[config.mk]
export PLATFORM = sky130hd
export DESIGN_NAME = bargraph_meter
export DESIGN_NICKNAME = d
export VERILOG_FILES = /design/src/rtl/meter_pkg.sv /design/src/rtl/level_encode.sv /design/src/rtl/bargraph_meter.sv
export SDC_FILE = /design/constraint.sdc
export NUM_CORES = 1
export LEC_CHECK = 0
export BUFFER_PORTS_ARGS = -buffer_cell sky130_fd_sc_hd__buf_2
export CAP_MARGIN = 10
export CORE_ASPECT_RATIO = 0.9
export CORE_MARGIN = 2
export CORE_UTILIZATION = 40
export CTS_CLUSTER_DIAMETER = 60
export DETAILED_ROUTE_END_ITERATION = 6
export GPL_TIMING_DRIVEN = 0
export PLACE_DENSITY_LB_ADDON = 0.3
export SETUP_SLACK_MARGIN = 0.4
export SYNTH_ARGS = -nofsm -noshare
export SYNTH_HDL_FRONTEND = slang
export SYNTH_SLANG_ARGS = --single-unit
[constraint.sdc]
create_clock -name hz100 -period 4.8 [get_ports hz100]
set_clock_uncertainty 0.05 [all_clocks]
set_input_delay 0.24 -clock hz100 [delete_from_list [all_inputs] [get_ports hz100]]
set_output_delay 0.24 -clock hz100 [all_outputs]
set_load 0.02 [all_outputs]
[src/rtl/meter_pkg.sv]
// Shared types and width helpers for the bar-graph level meter.
package meter_pkg;

    typedef enum logic {MODE_BAR, MODE_DOT} meter_mode_t;

    // Bits needed to hold every value 0..n inclusive; never narrower than 1.
    function automatic int level_width(input int n);
        return (n < 1) ? 1 : $clog2(n + 1);
    endfunction

endpackage

[src/rtl/level_encode.sv]
// Combinational priority encoder: 1-based index of the highest set line, 0 when idle.
module level_encode
    import meter_pkg::*;
#(
    parameter int N = 16,
    localparam int LW = level_width(N)
) (
    input  logic [N-1:0]  in,
    output logic [LW-1:0] level
);

    always_comb begin
        level = '0;
        // Ascending scan, so the highest set line is the last one written.
        for (int i = 0; i < N; i++) begin
            if (in[i]) level = LW'(i + 1);
        end
    end

endmodule

[src/rtl/bargraph_meter.sv]
// Registered N-segment level meter with peak-hold, timed peak decay and bar/dot display.
module bargraph_meter
    import meter_pkg::*;
#(
    parameter int N           = 16,
    parameter int HOLD_TICKS  = 50,
    parameter int DECAY_TICKS = 10,
    localparam int LW = level_width(N)
) (
    input  logic          hz100,
    input  logic          reset,
    input  logic [N-1:0]  in,
    input  logic          mode,
    input  logic          freeze,
    input  logic          clear,
    output logic [N-1:0]  out,
    output logic [LW-1:0] level,
    output logic [LW-1:0] peak
);

    localparam int HW = level_width(HOLD_TICKS);
    localparam int DW = level_width(DECAY_TICKS);

    logic [LW-1:0] level_d;
    logic [LW-1:0] level_q;
    logic [LW-1:0] peak_q;
    logic [HW-1:0] hold_cnt;
    logic [DW-1:0] decay_cnt;

    level_encode #(.N(N)) u_encode (
        .in    (in),
        .level (level_d)
    );

    always_ff @(posedge hz100) begin
        // NOTE: state uses non-blocking assignments so every register samples pre-edge values.
        if (!reset || clear) begin
            level_q   <= '0;
            peak_q    <= '0;
            hold_cnt  <= '0;
            decay_cnt <= '0;
        end else if (!freeze) begin
            level_q <= level_d;
            if (level_d >= peak_q) begin
                peak_q    <= level_d;
                hold_cnt  <= HW'(HOLD_TICKS);
                decay_cnt <= '0;
            end else if (hold_cnt != '0) begin
                hold_cnt  <= hold_cnt - 1'b1;
                decay_cnt <= '0;
            end else if (decay_cnt == DW'(DECAY_TICKS - 1)) begin
                // level_d < peak_q here, so the decremented peak never undercuts the level.
                peak_q    <= peak_q - 1'b1;
                decay_cnt <= '0;
            end else begin
                decay_cnt <= decay_cnt + 1'b1;
            end
        end
    end

    always_comb begin
        out = '0;
        for (int i = 0; i < N; i++) begin
            if (meter_mode_t'(mode) == MODE_DOT)
                out[i] = (level_q != '0) && (LW'(i) == level_q - 1'b1);
            else
                out[i] = (LW'(i) < level_q);
            if (peak_q != '0 && LW'(i) == peak_q - 1'b1)
                out[i] = 1'b1;
        end
    end

    assign level = level_q;
    assign peak  = peak_q;

endmodule

## Word-level counts from Yosys, hierarchy flattened

Cells that the tools add are included.

- Add/sub/neg operators: 4
- Magnitude comparators: 17
- Equality and inequality tests: 32
- Multiplexer cells: 56
- Bitwise operators: 1
- Reductions and logical operators: 43

Operators by type and width:

| operator | number |
|---|---|
| == test 4 x 5 -> 1 bit, first input constant | 16 |
| two-way mux 4 bit | 11 |
| == test 3 x 5 -> 1 bit, first input constant | 8 |
| < comparator 4 x 5 -> 1 bit, first input constant | 8 |
| two-way mux 1 bit | 33 |
| logical AND 1 bit | 32 |
| == test 2 x 5 -> 1 bit, first input constant | 4 |
| < comparator 3 x 5 -> 1 bit, first input constant | 4 |
| two-way mux 5 bit | 4 |
| two-way mux 3 bit | 4 |
| two-way mux 6 bit | 2 |
| == test 1 x 5 -> 1 bit, first input constant | 2 |
| logical NOT 5 bit | 2 |
| < comparator 1 x 5 -> 1 bit, first input constant | 2 |
| < comparator 2 x 5 -> 1 bit, first input constant | 2 |
| nonzero test 5 bit | 2 |
| subtractor 5 x 1 -> 5 bit, second input constant | 2 |
| nonzero test 6 bit | 1 |
| subtractor 6 x 1 -> 6 bit, second input constant | 1 |
| greater-or-equal comparator 5 bit | 1 |
| adder 4 x 1 -> 4 bit, second input constant | 1 |
| == test 4 bit, second input constant | 1 |
| two-way mux 2 bit | 2 |
| nonzero test 2 bit | 2 |
| other kinds (6) | 6 |

- Register bits: 20
- Bits of input ports: 21
- Word-level logic and storage cells: 157

## Longest topological paths before layout

Gate-level depths: netlist (run 1).

- Depth in word-level cells: 19
- Mapped depth: 11
- Gate-level depth less buffers: 10

## Hierarchy

A second synthesis (run 1) with hierarchy kept.

- Cells, all modules: 250
- Area total of the unflattened synthesis: 1880.6 um^2

Modules (own cells, without submodules):

| module | instances | cells each | area an instance (um^2) | seq. area each (um^2) |
|---|---|---|---|---|
| bargraph_meter | 1 | 223 | 1717.9 | 400.4 |
| level_encode | 1 | 27 | 162.7 | 0.0 |

## Worst setup path before layout (run 1)

No wires, ideal clock.

- Kind: input to register
- Start: input in[15]
- End: register hold_cnt[1]
- Arrival: 2.305 ns
- Required time: 4.635 ns
- Path slack: 2.330 ns
- Cell stages on the path: 9
- Buffers on the path: 0
- Cell sequence: or3_1 > a311oi_1 > nor2_1 > ha_1 > nor2b_1 > o21ai_2 > a2111oi_0 > a21oi_1 > o21a_1

- Word-level cells in the longest chain between the ends: 4
- Elaborated cells on any way between the ends: 5
- Classes of those cells: order compare: 1; mux: 2; reduce/logical: 2

RTL lines:

| what | RTL line | source |
|---|---|---|
| start, declared | bargraph_meter.sv:12 | `input logic [N-1:0] in,` |
| two-way mux 5 bit * | level_encode.sv:16 | `if (in[i]) level = LW'(i + 1);` |
| greater-or-equal comparator 5 bit * | bargraph_meter.sv:44 | `if (level_d >= peak_q) begin` |
| nonzero test 2 bit (no source line) | n/a |  |
| AND reduction 2 bit (no source line) | n/a |  |
| end signal, assigned | bargraph_meter.sv:46 | `hold_cnt <= HW'(HOLD_TICKS);` |
| end signal, assigned | bargraph_meter.sv:49 | `hold_cnt <= hold_cnt - 1'b1;` |
| end, declared | bargraph_meter.sv:27 | `logic [HW-1:0] hold_cnt;` |

Every way passes the cells marked *; elsewhere a longest branch is shown, timed or not.
A chain may end at the register's enable or synchronous reset.

## Worst setup path after layout (run 1)

- Start: input in[10]
- End: register hold_cnt[1]

- Word-level cells in the longest chain between the ends: 9
- Elaborated cells on any way between the ends: 10
- Classes of those cells: order compare: 1; mux: 7; reduce/logical: 2

RTL lines:

| what | RTL line | source |
|---|---|---|
| two-way mux 4 bit * (5 in a row) | level_encode.sv:16 |  |
| two-way mux 5 bit * | level_encode.sv:16 |  |
| net level_d[2] | bargraph_meter.sv:24 | `logic [LW-1:0] level_d;` |
| greater-or-equal comparator 5 bit * | bargraph_meter.sv:44 |  |
| nonzero test 2 bit (no source line) | n/a |  |
| AND reduction 2 bit (no source line) | n/a |  |

Mark *: on every way through the listed nets, which the timed path passes. The rest lies on a longest branch.

==> results of run 1 <==
stage by stage:
stage | hold WS, ps | utilization | cells | power, mW | cell area (µm²)
after floorplan | 334 | - | 250 | 0.303 | 1890
after global placement | 423 | 0.488 | 357 | 0.350 | 2190
after detailed placement | 437 | 0.488 | 357 | 0.352 | 2190
after CTS | 256 | 0.504 | 361 | 0.525 | 2260
after global routing | 299 | 0.504 | 361 | 0.550 | 2260
final | 268 | 0.504 | 361 | 0.518 | 2260
worst paths after layout:
check / from / end / depth (start not counted)
worst min-delay path: clear / hold_cnt[5]$_SDFFE_PP0P_ / 3
worst min register to register: hold_cnt[4]$_SDFFE_PP0P_ / hold_cnt[4]$_SDFFE_PP0P_ / 2
worst max-delay path: in[10] / hold_cnt[1]$_SDFFE_PP0P_ / 10
worst max register to register: peak[2]$_SDFFE_PP0P_ / hold_cnt[1]$_SDFFE_PP0P_ / 7
flip-flops by register name, indices dropped and copies added (netlist names):
name       count
decay_cnt      4
hold_cnt       6
level          5
peak           5
per-layer routing:
| layer | vias to the layer above | share of wire | track usage | wire [µm] |
|---|---|---|---|---|
| met2 | 69 | 0.45 | 0.298 | 2270 |
| li1 | 1048 | - | - | - |
| met4 | 0 | 0.014 | 0.0606 | 70 |
| met5 | - | 0 | 0 | 0 |
| met3 | 7 | 0.061 | 0.0169 | 309 |
| met1 | 965 | 0.48 | 0.279 | 2450 |
Yosys cell counts (2+ instances only):
| cell type | n |
|---|---|
| a211oi_1 | 7 |
| a21o_1 | 3 |
| a21oi_1 | 18 |
| a221oi_1 | 2 |
| a311oi_1 | 3 |
| a31oi_1 | 5 |
| and2_1 | 3 |
| buf_2 | 2 |
| clkbuf_1 | 13 |
| dfxtp_1 | 20 |
| ha_1 | 13 |
| inv_1 | 12 |
| mux2i_1 | 9 |
| nand2_1 | 26 |
| nand2b_1 | 6 |
| nand3_1 | 4 |
| nand3b_1 | 2 |
| nor2_1 | 20 |
| nor2b_1 | 6 |
| nor3_1 | 5 |
| nor4_1 | 5 |
| o21a_1 | 3 |
| o21ai_0 | 10 |
| o221ai_1 | 5 |
| o22ai_1 | 7 |
| o31a_1 | 5 |
| o31ai_1 | 2 |
| o32ai_1 | 2 |
| o41a_1 | 2 |
| o41ai_1 | 3 |
| or3_1 | 2 |
| xnor2_1 | 3 |
cells by family after synthesis:
| group | count (synthesis) | share of synthesized area |
|---|---|---|
| mux | 9 | 0.0477 |
| xor+xnor | 4 | 0.0186 |
| simple gates | 90 | 0.249 |
| fa+ha+maj | 13 | 0.0862 |
| buf+inv | 28 | 0.0570 |
| flops | 20 | 0.212 |
| compound gates | 86 | 0.330 |
cell type report:
class	instances	area, µm²
clock inverter	1	30.0
multi-input combinational	202	1380
timing repair buffer	45	225
sequential	20	400
tap	62	77.6
fill	461	2230
buffer	15	58.8
inverter	13	48.8
clock buffer	3	41.3
power by group through the flow:
stage | registers [mW] | logic (mW) | clock network (mW)
final | 0.179 | 0.171 | 0.169
after global routing | 0.180 | 0.188 | 0.182
after CTS | 0.179 | 0.170 | 0.177
after detailed placement | 0.183 | 0.169 | 0
after global placement | 0.183 | 0.167 | 0
after floorplan | 0.185 | 0.118 | 0
worst min-delay path: stages:
cell     delay (ps)
buf_2            80
nor2b_1         100
o21a_1          120
==> impl_metrics.tcl, run 1 <==
set metrics [dict create \
    worst_setup_path_start_kind "input port" \
    synth_edf_count 0 \
    ys_async_sr_fraction 0 \
    min_path_type "input port to flop" \
    antenna_left 0 \
    setup_slack_ps 1910 \
    die_area_um2 5290 \
    cts_inserted_buffers 3 \
    ys_dominant_reg_cell "dfxtp_1" \
    data_arrival_time_of_the_worst_path_ps 3000 \
    p_leak_nw 0.910 \
    cell_at_the_root_of_the_clock_tree "clkbuf_8" \
    hpwlAfterDp_mm 3.95 \
    setup_tns_ps 0 \
    critPathTopFamily "compound AO/OA/AOI/OAI gates" \
    clock_sink_count 20 \
    setup.worst_path.end_class "flop" \
    mostFrequentLayoutCell "buf_2" \
    timing.final.crit_share 0.602 \
    switchingPower_mw 0.173 \
    routedWlPerCell_um 14.1 \
    register_bit_total_from_synthesis 20 \
    yosysTopAreaCellShare 0.212 \
    syn-instance-count 250 \
    drt_first_pass_iters 4 \
    die_w_um 76.4 \
    worst_path_most_repeated_cell "a21oi_1" \
    drt-vias-per-instance 5.79 \
    numPortBuffers 45 \
    yosys.cell_types.count 54 \
    timing.final.crit_period_ps 2890 \
    worstPathMaxFanout 7 \
    hold_buffers 0 \
    pre_cts_ws_ps 1660 \
    track_usage 0.192 \
    seq_power_share 0.345 \
    postCtsSetupRepairBufs 0 \
    clock_tree_from_tritoncts "done" \
    power.share.combinational 0.329 \
    max_freq_mhz 346 \
    gp_routability_congestion 0.891 \
    power.share.clock 0.326 \
    clock_tree.htree_level_count 1 \
    p_int_mw 0.346 \
    cts.clk_slew.worst_paths_ps 80 \
    ys_seq_area_frac 0.212 \
    num_antenna_cells 0 \
    unrepaired_setup_endpoints_after_global_routing "no" \
    clkLatencyLatePin_ps 260 \
    rows 23 \
    outcome "complete, no violations" \
    timing.critical_path.slowest_stage_cell "a2111oi_0" \
    reg2reg_setup_slack_ps 2310 \
    drtIter0Drc 194 \
    nets 334 \
    route.detailed.drc 0 \
    post_synth_main_area_contributors "dfxtp_1 (21%), ha_1 (8.6%), nand2_1 (5.2%), a21oi_1 (4.8%), mux2i_1 (4.8%)" \
    grt_pass1_vias 1865 \
    power_density_nw_per_um2 229 \
    clock_path_buffers 2 \
    die_h_um 69.2 \
    global_route_wire_length_before_repair_mm 8.54 \
    synth_top_area_cell "dfxtp_1" \
    io_pins 47 \
    final_layout_size_suffix_gt1_frac 0.197 \
    timing.setup.critical_path_class "input port to flop" \
    synth.cell_area_um2 1890 \
    synthToLayoutAreaGrowth_pct 19.8 \
    syn-mean-instance-area_um2 7.55 \
    antenna_found_initial 0 \
    maxCapViolations 0 \
    coreArea_um2 4490 \
    data_required_time_at_the_worst_endpoint_ps 4910 \
    power.switching_fraction 0.333 \
    slew-limit-headroom 0.412 \
    synthesis.yosys.warnings 0 \
    grt-ovfl-total 0 \
    drt_wl_total_mm 5.10 \
    worstPathCellList "buf_2, nor4_1, o41ai_1, a21oi_1, ha_1, a21oi_1, o21ai_2, a2111oi_0, a21oi_1, o21a_1" \
    grt_max_degree 13 \
    vias 2089 \
    start_util 0.421 \
    timing_max_transition_violations_final 0 \
    post_cts.resized_instances 0 \
    cp_num_buf_inv 1 \
    crit_path_max_incr_delay_ps 790 \
    tightest_slew_ps 860 \
    irDropWorstVdd_mv 0.254 \
    setup_viol_count_final 0 \
    synth.net_count 284 \
    most_frequent_cells_in_the_layout "buf_2 (47), nand2_1 (26), nor2_1 (20), dfxtp_1 (20), a21oi_1 (18)" \
    timing_hold_violations_final 0 \
]
(Power assumes the default switching activity.)
==> inputs of run 2 (changes only) <==
Clock period 4.8 ns to 2.7 ns, I/O delays scaled along.
==> impl_metrics.tcl, run 2 (synthesis gave the netlist of run 1 again) <==
set metrics [dict create \
    cell_at_the_root_of_the_clock_tree "clkbuf_8" \
    mostFrequentLayoutCell "buf_2" \
    clkLatencyLatePin_ps 270 \
    worst_hold_launch "in[15]" \
    route.detailed.drc 0 \
    data_arrival_time_of_the_worst_path_ps 2060 \
    start_util 0.421 \
    r2r_cells 9 \
    hpwlAfterDp_mm 4.05 \
    timing_hold_violations_final 0 \
    regMostFlops "hold_cnt" \
    unrepaired_setup_endpoints_after_global_routing "yes" \
    irDropWorstVdd_mv 0.506 \
    io_pins 47 \
    max_freq_mhz 445 \
    worst_path_most_repeated_cell "nand2_1" \
    hold_buffers 0 \
    p_leak_nw 1.02 \
    drt_wl_total_mm 5.56 \
    setup_viol_count_final 0 \
    min_path_type "input port to flop" \
    drt_first_pass_iters 4 \
    crit_path_max_incr_delay_ps 380 \
    clock_path_buffers 2 \
    grt_pass1_vias 1904 \
    critical_path.reg2reg.endpoint "hold_cnt[5]$_SDFFE_PP0P_" \
    synthToLayoutAreaGrowth_pct 35.7 \
    grt-ovfl-total 0 \
    clock_tree.htree_level_count 1 \
    tightest_slew_ps 527 \
    final_layout_size_suffix_gt1_frac 0.316 \
    finalPower_mw 1.00 \
    worstPathCellList "inv_4, ha_4, nor2b_4, nand2_1, mux2i_4, nand2_1, o22ai_1, buf_2" \
    timing_max_transition_violations_final 0 \
    routedWlPerCell_um 14.8 \
    hold_path_end "peak[4]$_SDFFE_PP0P_" \
    reg2reg_from "peak[2]$_SDFFE_PP0P_" \
    slew-limit-headroom 0.643 \
    most_frequent_cells_in_the_layout "buf_2 (42), nand2_1 (23), nor2_1 (19), dfxtp_1 (17), buf_4 (16)" \
    drtIter0Drc 161 \
    gp_routability_congestion 0.843 \
    num_antenna_cells 0 \
    antenna_left 0 \
    clock_sink_count 20 \
    outcome "complete, no violations" \
    setup_tns_ps 0 \
    timing.final.crit_share 0.832 \
    worstHoldPathCells 3 \
    die_w_um 76.4 \
    critPathTopFamily "simple AND/OR/NAND/NOR gates" \
    nets 348 \
    track_usage 0.193 \
    die_h_um 69.2 \
    timing.final.crit_period_ps 2250 \
    cts.clk_slew.worst_paths_ps 80 \
    clock_tree_from_tritoncts "done" \
    power_density_nw_per_um2 391 \
    reg2reg_setup_slack_ps 520 \
    timing.setup.critical_path_class "flop to output port" \
    vias 2193 \
    cts_inserted_buffers 3 \
    timing.critical_path.slowest_stage_cell "dfxtp_2" \
    worst_hold_margin_ps 128 \
    maxCapViolations 0 \
    cp_num_buf_inv 2 \
    drt-vias-per-instance 5.85 \
    largest_register_ff_count 6 \
    data_required_time_at_the_worst_endpoint_ps 2520 \
    antenna_found_initial 0 \
    global_route_wire_length_before_repair_mm 8.66 \
    worstPathMaxFanout 7 \
    grt_max_degree 13 \
    setup.worst_path.end_class "output port" \
    numPortBuffers 45 \
    die_area_um2 5290 \
    coreArea_um2 4490 \
    rows 23 \
    worst_setup_path_start_kind "flop" \
]
## run 2: how the worst max path moves through the flow
stage,startpoint,endpoint,slack [ps],cells past startpoint
6_report,peak[0]$_SDFFE_PP0P_,out[11],450,8
5_1_grt,in[10],hold_cnt[5]$_SDFFE_PP0P_,330,12
4_1_cts,in[10],decay_cnt[3]$_SDFFE_PP0N_,410,10
3_5_place_dp,in[10],peak[2]$_SDFFE_PP0P_,-120,11
3_3_place_gp,in[10],hold_cnt[1]$_SDFFE_PP0P_,-120,10
2_1_floorplan,in[15],hold_cnt[1]$_SDFFE_PP0P_,430,9
## run 2: area by class of cell
type,instances,area (µm²)
sequential,20,404
clock buffer,3,41.3
multi-input combinational,202,1540
fill,437,1930
clock inverter,1,30.0
buffer,15,66.3
timing repair buffer,59,357
inverter,13,51.3
tap,62,77.6
## run 2: report_power, final
part	internal, mW	switching, mW
sequential	0.305	0.0141
clock	0.198	0.105
combinational	0.156	0.224
## run 2: tightest hold or removal path: cells and delay by family
kind / cells / cell delay [ps]
compound gates: 1 / 110
buf+inv: 1 / 80
mux: 1 / 70
## run 2: stage by stage
stage	instance area (µm²)	worst slack (ps)	std cells	util
2_1_floorplan	1890	429	250	-
3_3_place_gp	2200	-125	357	0.489
3_5_place_dp	2200	-125	357	0.489
4_1_cts	2350	406	363	0.524
5_1_grt	2560	329	375	0.571
6_report	2560	454	375	0.571
## run 2: layer usage
metal,vias up,global-route usage,wire [µm],part of all wire
met2,72,0.334,2600,0.47
met4,0,0.0222,50,0.0090
met1,1039,0.260,2610,0.47
li1,1074,-,-,-
met3,8,0.0313,297,0.053
met5,-,0,0,0
## run 2: repair_timing
item                       4_1_cts  5_1_grt
resized for setup               17       31
pin swaps                        2       17
setup endpoints to repair       30       31
setup buffers                    2       12
